## config.mk

```make
export PLATFORM = sky130hd
export DESIGN_NAME = imem_fetch_ctrl
export DESIGN_NICKNAME = d
export VERILOG_FILES = /design/src/rtl/imem_fetch_ctrl_pkg.sv /design/src/rtl/imem_fetch_ctrl_fifo.sv /design/src/rtl/imem_fetch_ctrl.sv
export SDC_FILE = /design/constraint.sdc
export NUM_CORES = 1
export LEC_CHECK = 0
export CAP_MARGIN = 20
export CORE_ASPECT_RATIO = 1.2
export CORE_MARGIN = 10
export CORE_UTILIZATION = 40
export DETAILED_ROUTE_END_ITERATION = 10
export PLACE_DENSITY = 0.71
export SYNTH_ARGS = -nofsm -noshare
export SYNTH_HDL_FRONTEND = slang
export SYNTH_SLANG_ARGS = --single-unit
```

## constraint.sdc

```tcl
create_clock -name clk -period 6.41 [get_ports clk]
set_input_delay 0.9615 -clock clk [delete_from_list [all_inputs] [get_ports clk]]
set_output_delay 0.9615 -clock clk [all_outputs]
set_load 0.05 [all_outputs]
```

## src/rtl/imem_fetch_ctrl_pkg.sv

```systemverilog
// Shared types and constants for the instruction-fetch sequencer and its prefetch queue.
package rvx_fetch_pkg;

   localparam logic [31:0] NOP_INSTR = 32'h0000_0013;

   typedef struct packed {
      logic [31:0] pc;
      logic [31:0] instr;
      logic        fault;
   } fetch_entry_t;

endpackage

```

## src/rtl/imem_fetch_ctrl_fifo.sv

```systemverilog
// Synchronous FIFO for prefetched {pc, instr, fault} entries; flush outranks push and pop.
module fetch_fifo
   import rvx_fetch_pkg::*;
#(
   parameter int  DEPTH   = 4,
   parameter type entry_t = fetch_entry_t
) (
   input  logic                   clk,
   input  logic                   reset,
   input  logic                   push,
   input  logic                   pop,
   input  logic                   flush,
   input  entry_t                 wdata,
   output entry_t                 rdata,
   output logic [$clog2(DEPTH):0] count
);

   localparam int AW = $clog2(DEPTH);

   entry_t          mem [DEPTH];
   logic [AW-1:0]   wr_ptr;
   logic [AW-1:0]   rd_ptr;

   // NOTE: the storage array has no reset; pointers and count decide which slots hold live data.
   always_ff @(posedge clk) begin
      if (push && !flush && !reset) begin
         mem[wr_ptr] <= wdata;
      end
   end

   always_ff @(posedge clk) begin
      if (reset || flush) begin
         wr_ptr <= '0;
         rd_ptr <= '0;
         count  <= '0;
      end else begin
         if (push) begin
            wr_ptr <= wr_ptr + 1'b1;
         end
         if (pop) begin
            rd_ptr <= rd_ptr + 1'b1;
         end
         case ({push, pop})
            2'b10:   count <= count + 1'b1;
            2'b01:   count <= count - 1'b1;
            default: count <= count;
         endcase
      end
   end

   assign rdata = mem[rd_ptr];

endmodule

```

## src/rtl/imem_fetch_ctrl.sv

```systemverilog
// Instruction-fetch sequencer: walks the ROM address, queues {pc, instr, fault} entries
// and hands them to decode over valid/ready; redirects flush and restart the stream.
module imem_fetch_ctrl
   import rvx_fetch_pkg::*;
#(
   parameter int          DEPTH      = 4,
   parameter logic [31:0] RESET_PC   = 32'h0000_0000,
   parameter int          IMEM_WORDS = 64
) (
   input  logic        clk,
   input  logic        reset,
   input  logic        fetch_en,
   output logic [31:0] imem_a,
   input  logic [31:0] imem_rd,
   input  logic        redirect_valid,
   input  logic [31:0] redirect_pc,
   output logic        out_valid,
   input  logic        out_ready,
   output logic [31:0] out_instr,
   output logic [31:0] out_pc,
   output logic        out_fault,
   output logic        fetch_halted
);

   localparam int CW = $clog2(DEPTH) + 1;

   logic [31:0]   fetch_pc;
   logic          halted;
   logic [CW-1:0] count;
   logic          push;
   logic          pop;
   logic          fault;
   fetch_entry_t  wentry;
   fetch_entry_t  head;

   assign fault = (fetch_pc[31:2] >= 30'(IMEM_WORDS));

   // A redirect cycle consumes nothing, so pop is masked here as well as by the flush.
   assign pop  = out_valid & out_ready & ~redirect_valid;
   assign push = fetch_en & ~halted & ~redirect_valid &
                 ((count < CW'(DEPTH)) | pop);

   always_comb begin
      wentry       = '0;
      wentry.pc    = fetch_pc;
      wentry.instr = fault ? NOP_INSTR : imem_rd;
      wentry.fault = fault;
   end

   // NOTE: state registers use non-blocking assignments so every update sees pre-edge values.
   always_ff @(posedge clk) begin
      if (reset) begin
         fetch_pc <= RESET_PC;
         halted   <= 1'b0;
      end else if (redirect_valid) begin
         fetch_pc <= redirect_pc & ~32'd3;
         halted   <= 1'b0;
      end else if (push) begin
         if (fault) begin
            halted <= 1'b1;
         end else begin
            fetch_pc <= fetch_pc + 32'd4;
         end
      end
   end

   fetch_fifo #(
      .DEPTH   (DEPTH),
      .entry_t (fetch_entry_t)
   ) u_fifo (
      .clk   (clk),
      .reset (reset),
      .push  (push),
      .pop   (pop),
      .flush (redirect_valid),
      .wdata (wentry),
      .rdata (head),
      .count (count)
   );

   assign imem_a       = fetch_pc;
   assign fetch_halted = halted;
   assign out_valid    = (count != '0);
   assign out_instr    = out_valid ? head.instr : NOP_INSTR;
   assign out_pc       = out_valid ? head.pc    : 32'h0;
   assign out_fault    = out_valid & head.fault;

endmodule

```

==> results of run 1 <==
cells in the mapped netlist, drive strengths merged, types with 2 or more instances:
master / instances
or2: 5
a21oi: 5
buf: 49
and2: 61
a41oi: 2
nor2b: 5
or3: 4
o21ai: 3
ha: 7
nand2: 4
nor3: 4
and4: 5
xor2: 2
a2111oi: 2
nor4: 7
a311oi: 2
mux2i: 24
nor3b: 2
and3: 36
inv: 15
nor2: 38
dfxtp: 40
xnor2: 3
edfxtp: 252
clkbuf: 23
nand4: 3
mux4: 63
where the power goes:
| part | internal [mW] | switching, mW | total, mW |
|---|---|---|---|
| Sequential | 2.09 | 0.0305 | 2.12 |
| Clock | 0.915 | 0.681 | 1.60 |
| Combinational | 0.127 | 0.202 | 0.329 |
metrics by stage:
| step | hold WS (ps) | power [mW] | instance area (µm²) |
|---|---|---|---|
| after floorplan | 466.6 | 2.368 | 11920 |
| after detailed placement | 461.4 | 2.491 | 13650 |
| after global routing | 480.6 | 4.180 | 14540 |
| after CTS | 470.8 | 4.084 | 14540 |
| final | 470.2 | 4.042 | 14540 |
| after global placement | 447.8 | 2.488 | 13650 |
cell type report:
class,count,area share (%)
sequential,292,57.60
clock buffer,42,5.602
tap,390,3.356
timing repair buffer,166,11.31
multi-input combinational,303,21.23
antenna,1,0.01721
clock inverter,10,0.4991
inverter,15,0.3872
registers in the layout, indices dropped and copies added, names as in the netlist, named ones only:
name	count
fetch_halted	1
u_fifo.wr_ptr	2
u_fifo.count	3
imem_a	30
u_fifo.mem	252
u_fifo.rd_ptr	2
layer usage:
metal	part of all wire (%)	vias up	routed length (µm)	track usage, %
met5	0.077	-	20	0
met4	1.4	2	358	2.907
met3	7.7	33	1990	3.986
met2	50	208	12890	23.50
met1	41	3204	10640	16.67
li1	-	2845	-	-
critical path: stages (launching register included):
cell	delay [ps]
dfxtp_4	650
buf_4	480
mux4_2	550
and2_1	190
clkdlybuf4s50_1	720
logic make-up (layout without fill, tap and decap cells):
family	after synthesis	count (layout)
flip-flops	292	292
multiplexers	87	87
AND/OR/NAND/NOR	179	179
XOR/XNOR	5	5
adder cells (fa/ha/maj)	8	8
AO/OA/AOI/OAI	20	20
other	1	5
buffers and inverters	87	233
how the worst max path moves through the flow:
stage / end / slack [ps] / cells past startpoint
6_report: out_pc[8] / 2270 / 4
5_1_grt: out_pc[8] / 2030 / 5
4_1_cts: out_pc[9] / 2130 / 4
3_5_place_dp: out_pc[9] / 2730 / 4
3_3_place_gp: out_pc[29] / 2720 / 4
2_1_floorplan: u_fifo.mem[0][0]$_DFFE_PP_ / 2940 / 4
==> out/metrics.yaml, run 1 <==
synthesis:
  synthXorXnorAreaFrac_pct: 0.3678
  syn_area_per_cell_um2: 17.54
  seq_area_frac_synth_pct: 70.28
  netlist_top_cells_area: "edfxtp_1 (64%), mux4_2 (12%), dfxtp_1 (6.7%), and2_1 (3.2%), buf_4 (2.2%)"
  synth_compound_area_share_pct: 1.492
  synth-seq-cells: 292
  synthAdderAreaFrac_pct: 0.9037
  synth_edf_count: 252
  synth_cells: 679
  synth.top_cell.area_share_pct: 63.56
  ys_async_sr_fraction_pct: 0
  synth_top_cell_by_area: "edfxtp_1"
  yosys_warnings: 0
  synthMuxAreaShare_pct: 13.93
  synth_flop_cell: "edfxtp_1"
  synth.distinct_cells: 49
  synth_top_family_by_area: "multiplexers"
  synthesis.area_um2: 11910
  synthSimpleGateAreaFrac_pct: 8.922
worst_setup_path:
  worstReg2RegStart: "fetch_halted$_SDFFE_PP0P_"
  crit_arrival_ps: 3180
  start_kind: "flop"
  r2r-end: "u_fifo.mem[3][16]$_DFFE_PP_"
  r2r_slack_ps: 3860
  cp-end-kind: "output port"
  worstPathMaxFanout: 23
  crit_required_ps: 5450
  rr_worst_depth: 3
  critical_path_class: "flop to output port"
worst_hold_path:
  worstHoldEndpoint: "fetch_halted$_SDFFE_PP0P_"
  hold_depth: 2
  hp-start: "fetch_halted$_SDFFE_PP0P_"
  hp-class: "flop to flop"
placed_design:
  gp_congestion: 0.7199
  pre_cts_ws_ps: 2726
  io_buffers: 161
  hpwl_mm: 15.09
  dpl.cell_count: 1166
timing:
  clock.fmax_mhz: 241.4
  grt_setup_unrepaired: "no"
  period_needed_ps: 4143
  report.final.slew_viol_count: 0
  worst_slew_margin_rel_pct: 27.89
  setup_ws_ps: 2267
  timing.final.crit_share_pct: 64.63
  setup_viol: 0
  fin_tns_setup_ps: 0
  tightest_slew_ps: 1082
  timing.final.hold_violations: 0
  skew_ps: 16.78
clocking:
  cts_buffers: 28
  clock-sinks: 292
  postCtsSetupRepairBufs: 0
  clock_latency_ps: 550
  cts_hold_buf: 0
  cts_tree: "built"
  cts_max_level: 1
  cts.clk_slew.worst_paths_ps: 60
  cts_resized: 0
  cts_root_buf: "clkbuf_16"
  clk_path_buf_depth: 3
final_layout:
  drive_gt1_share_pct: 15.82
  fin_nets: 883
  final_common_cell: "edfxtp_1"
  synthToLayoutAreaGrowth_pct: 22.12
  final_cell_mix: "edfxtp_1 (252), clkdlybuf4s50_1 (160), mux4_2 (63)"
  n_fill_cell: 2531
  seqCellArea_um2: 8376
  multiInputGateArea_um2: 3087
  final_core_util_pct: 49.25
  finalNonFillerCells: 1219
detailed_routing:
  viasPerCell: 5.162
  drtAntennaViolNets: 0
  drc: 0
  wl_per_cell_um: 21.25
  routed_wl_mm: 25.90
  first_iter_violations: 503
  firstDrtPassIters: 5
  num_vias: 6292
pwr:
  max-vdd-ir-drop_uv: 225.0
  power_leakage_nw: 4.532
  power_density_nw_per_um2: 278.0
grt:
  grt_max_degree: 64
  first_global_vias: 6720
  antenna_found_initial: 2
  grt_pass1_wl_mm: 39.81
  grt_use_total_pct: 13.67
  grt_overflow: 0
floorplan:
  core_area_um2: 29530
  fp.dieW_um: 177.5
  die_h_um: 209.0
  die_area_um2: 37100
  ioPinCount: 168
  rows: 69
  start_util_pct: 40.33
run_status:
  outcome: "finished, final reports clean"
flow_run:
  maxCapViolCount: 0
Power figures use the tool's default switching activity.
==> inputs of run 2 (changes only) <==
--- a/config.mk
+++ b/config.mk
@@ -10,7 +10,7 @@
 export CORE_MARGIN = 10
 export CORE_UTILIZATION = 40
 export DETAILED_ROUTE_END_ITERATION = 10
-export PLACE_DENSITY = 0.71
+export PLACE_DENSITY = 0.73
 export SYNTH_ARGS = -nofsm -noshare
 export SYNTH_HDL_FRONTEND = slang
 export SYNTH_SLANG_ARGS = --single-unit
==> constraint.sdc (replaced) <==
create_clock -name clk -period 3.62 [get_ports clk]
set_input_delay 0.543 -clock clk [delete_from_list [all_inputs] [get_ports clk]]
set_output_delay 0.543 -clock clk [all_outputs]
set_load 0.05 [all_outputs]
==> out/metrics.yaml, run 2 (synthesis gave the netlist of run 1 again) <==
run_status:
  outcome: "finished, final reports clean"
worst_setup_path:
  rr_worst_depth: 9
  r2r_slack_ps: 1190
  start_kind: "flop"
  r2r-end: "u_fifo.count[2]$_SDFFE_PP0P_"
  crit_arrival_ps: 2860
  worstReg2RegStart: "u_fifo.count[0]$_SDFFE_PP0P_"
  worstPathMaxFanout: 30
  cp-end-kind: "output port"
  critical_path_class: "flop to output port"
  crit_required_ps: 3080
timing:
  clock.fmax_mhz: 293.8
  report.final.slew_viol_count: 0
  timing.final.crit_share_pct: 94.02
  timing.final.hold_violations: 0
  period_needed_ps: 3404
  skew_ps: 16.98
  fin_tns_setup_ps: 0
  tightest_slew_ps: 566.9
  setup_viol: 0
  worst_slew_margin_rel_pct: 62.09
  grt_setup_unrepaired: "no"
placed_design:
  hpwl_mm: 16.81
  io_buffers: 161
  gp_congestion: 0.7288
pwr:
  power_frac_comb_pct: 8.1
  p_int_mw: 5.683
  max-vdd-ir-drop_uv: 415.8
  power_switching_mw: 1.632
  pwr-share-seq_pct: 51.3
  clkPwrFrac_pct: 40.6
  power_density_nw_per_um2: 493.8
  p_sw_share_pct: 22.31
  power_leakage_nw: 4.663
floorplan:
  rows: 69
  core_area_um2: 29530
  die_h_um: 209.0
  start_util_pct: 40.33
  die_area_um2: 37100
  fp.dieW_um: 177.5
  ioPinCount: 168
detailed_routing:
  num_vias: 6308
  drc: 0
  drtAntennaViolNets: 0
  routed_wl_mm: 26.25
  firstDrtPassIters: 4
  wl_per_cell_um: 21.22
  viasPerCell: 5.099
  first_iter_violations: 332
clocking:
  cts_tree: "built"
  cts_max_level: 1
  cts_buffers: 29
  clock-sinks: 292
  postCtsSetupRepairBufs: 0
  clk_path_buf_depth: 3
  cts_hold_buf: 0
  cts_root_buf: "clkbuf_16"
  cts.clk_slew.worst_paths_ps: 60
  clock_latency_ps: 540
  cts_resized: 0
worst_hold_path:
  hp-start: "redirect_valid"
  hp-class: "primary input to flop"
  worstHoldEndpoint: "u_fifo.rd_ptr[0]$_SDFFE_PP0P_"
  hold_depth: 4
final_layout:
  final_cell_mix: "edfxtp_1 (252), clkdlybuf4s50_1 (157), mux4_2 (63)"
  multiInputGateArea_um2: 3087
  seqCellArea_um2: 8376
  largest_reg_flops: 252
  synthToLayoutAreaGrowth_pct: 24.42
  drive_gt1_share_pct: 18.32
  n_fill_cell: 2472
  fin_nets: 900
  final_common_cell: "edfxtp_1"
  final_core_util_pct: 50.17
  top_register: "u_fifo.mem"
grt:
  antenna_found_initial: 2
  grt_max_degree: 41
  grt_pass1_wl_mm: 40.39
  grt_overflow: 0
  grt_use_total_pct: 13.94
  first_global_vias: 6802
flow_run:
  maxCapViolCount: 0
-- run 2: cell types whose count changed in the layout (fill, tap and decap cells not counted), moves of 2 or more --
cell	before	now
inv_4	2	0
buf_4	5	17
buf_12	0	7
clkinv_1	4	0
clkdlybuf4s50_1	160	157
clkinv_4	0	3
-- run 2: power groups by stage --
| stage | clock, mW | sequential [mW] | combinational [mW] |
|---|---|---|---|
| 2_1_floorplan | 0 | 3.80 | 0.390 |
| 3_3_place_gp | 0 | 3.82 | 0.600 |
| 3_5_place_dp | 0 | 3.82 | 0.602 |
| 4_1_cts | 3.04 | 3.75 | 0.605 |
| 5_1_grt | 3.18 | 3.76 | 0.632 |
| 6_report | 2.97 | 3.75 | 0.595 |
-- run 2: cell type report --
cell class,instances,area share [%]
sequential,292,56.54
clock buffer,44,5.693
multi-input combinational,303,20.84
inverter,15,0.3801
tap,390,3.294
clock inverter,10,0.7939
timing repair buffer,182,12.45
antenna,1,0.01689
-- run 2: metrics by stage --
step,hold slack [ps],total power [mW],instances,setup slack [ps],cell area [µm²]
after CTS,421.1,7.396,1236,137.9,14810
after detailed placement,472.5,4.424,1182,724.9,13850
after global routing,473.8,7.570,1236,48.19,14810
final,445.9,7.315,1237,216.3,14810
after global placement,464.5,4.417,1182,718.9,13850
after floorplan,466.6,4.194,682,467.3,11920
-- run 2: per-layer routing --
layer	part of all wire (%)	GRT usage [%]	vias to the layer above
met5	0.069	0	-
met4	1.7	3.253	2
met3	7.4	3.698	37
met2	49	23.08	215
met1	42	17.91	3170
li1	-	-	2884
-- run 2: worst max path at each step --
stage / depth (start not counted) / end / start / slack, ps
3_3_place_gp: 4 / out_pc[9] / flop / 720
2_1_floorplan: 4 / u_fifo.mem[0][0]$_DFFE_PP_ / fetch_halted$_SDFFE_PP0P_ / 470
4_1_cts: 4 / out_pc[9] / flop / 140
6_report: 4 / out_pc[10] / flop / 220
5_1_grt: 4 / out_pc[9] / flop / 50
3_5_place_dp: 4 / out_pc[9] / flop / 720
-- run 2: worst max-delay path, stage by stage, from the launching register on --
cell and delay (ps):
dfxtp_4 540, buf_12 300, mux4_2 550, and2_1 190, clkdlybuf4s50_1 700
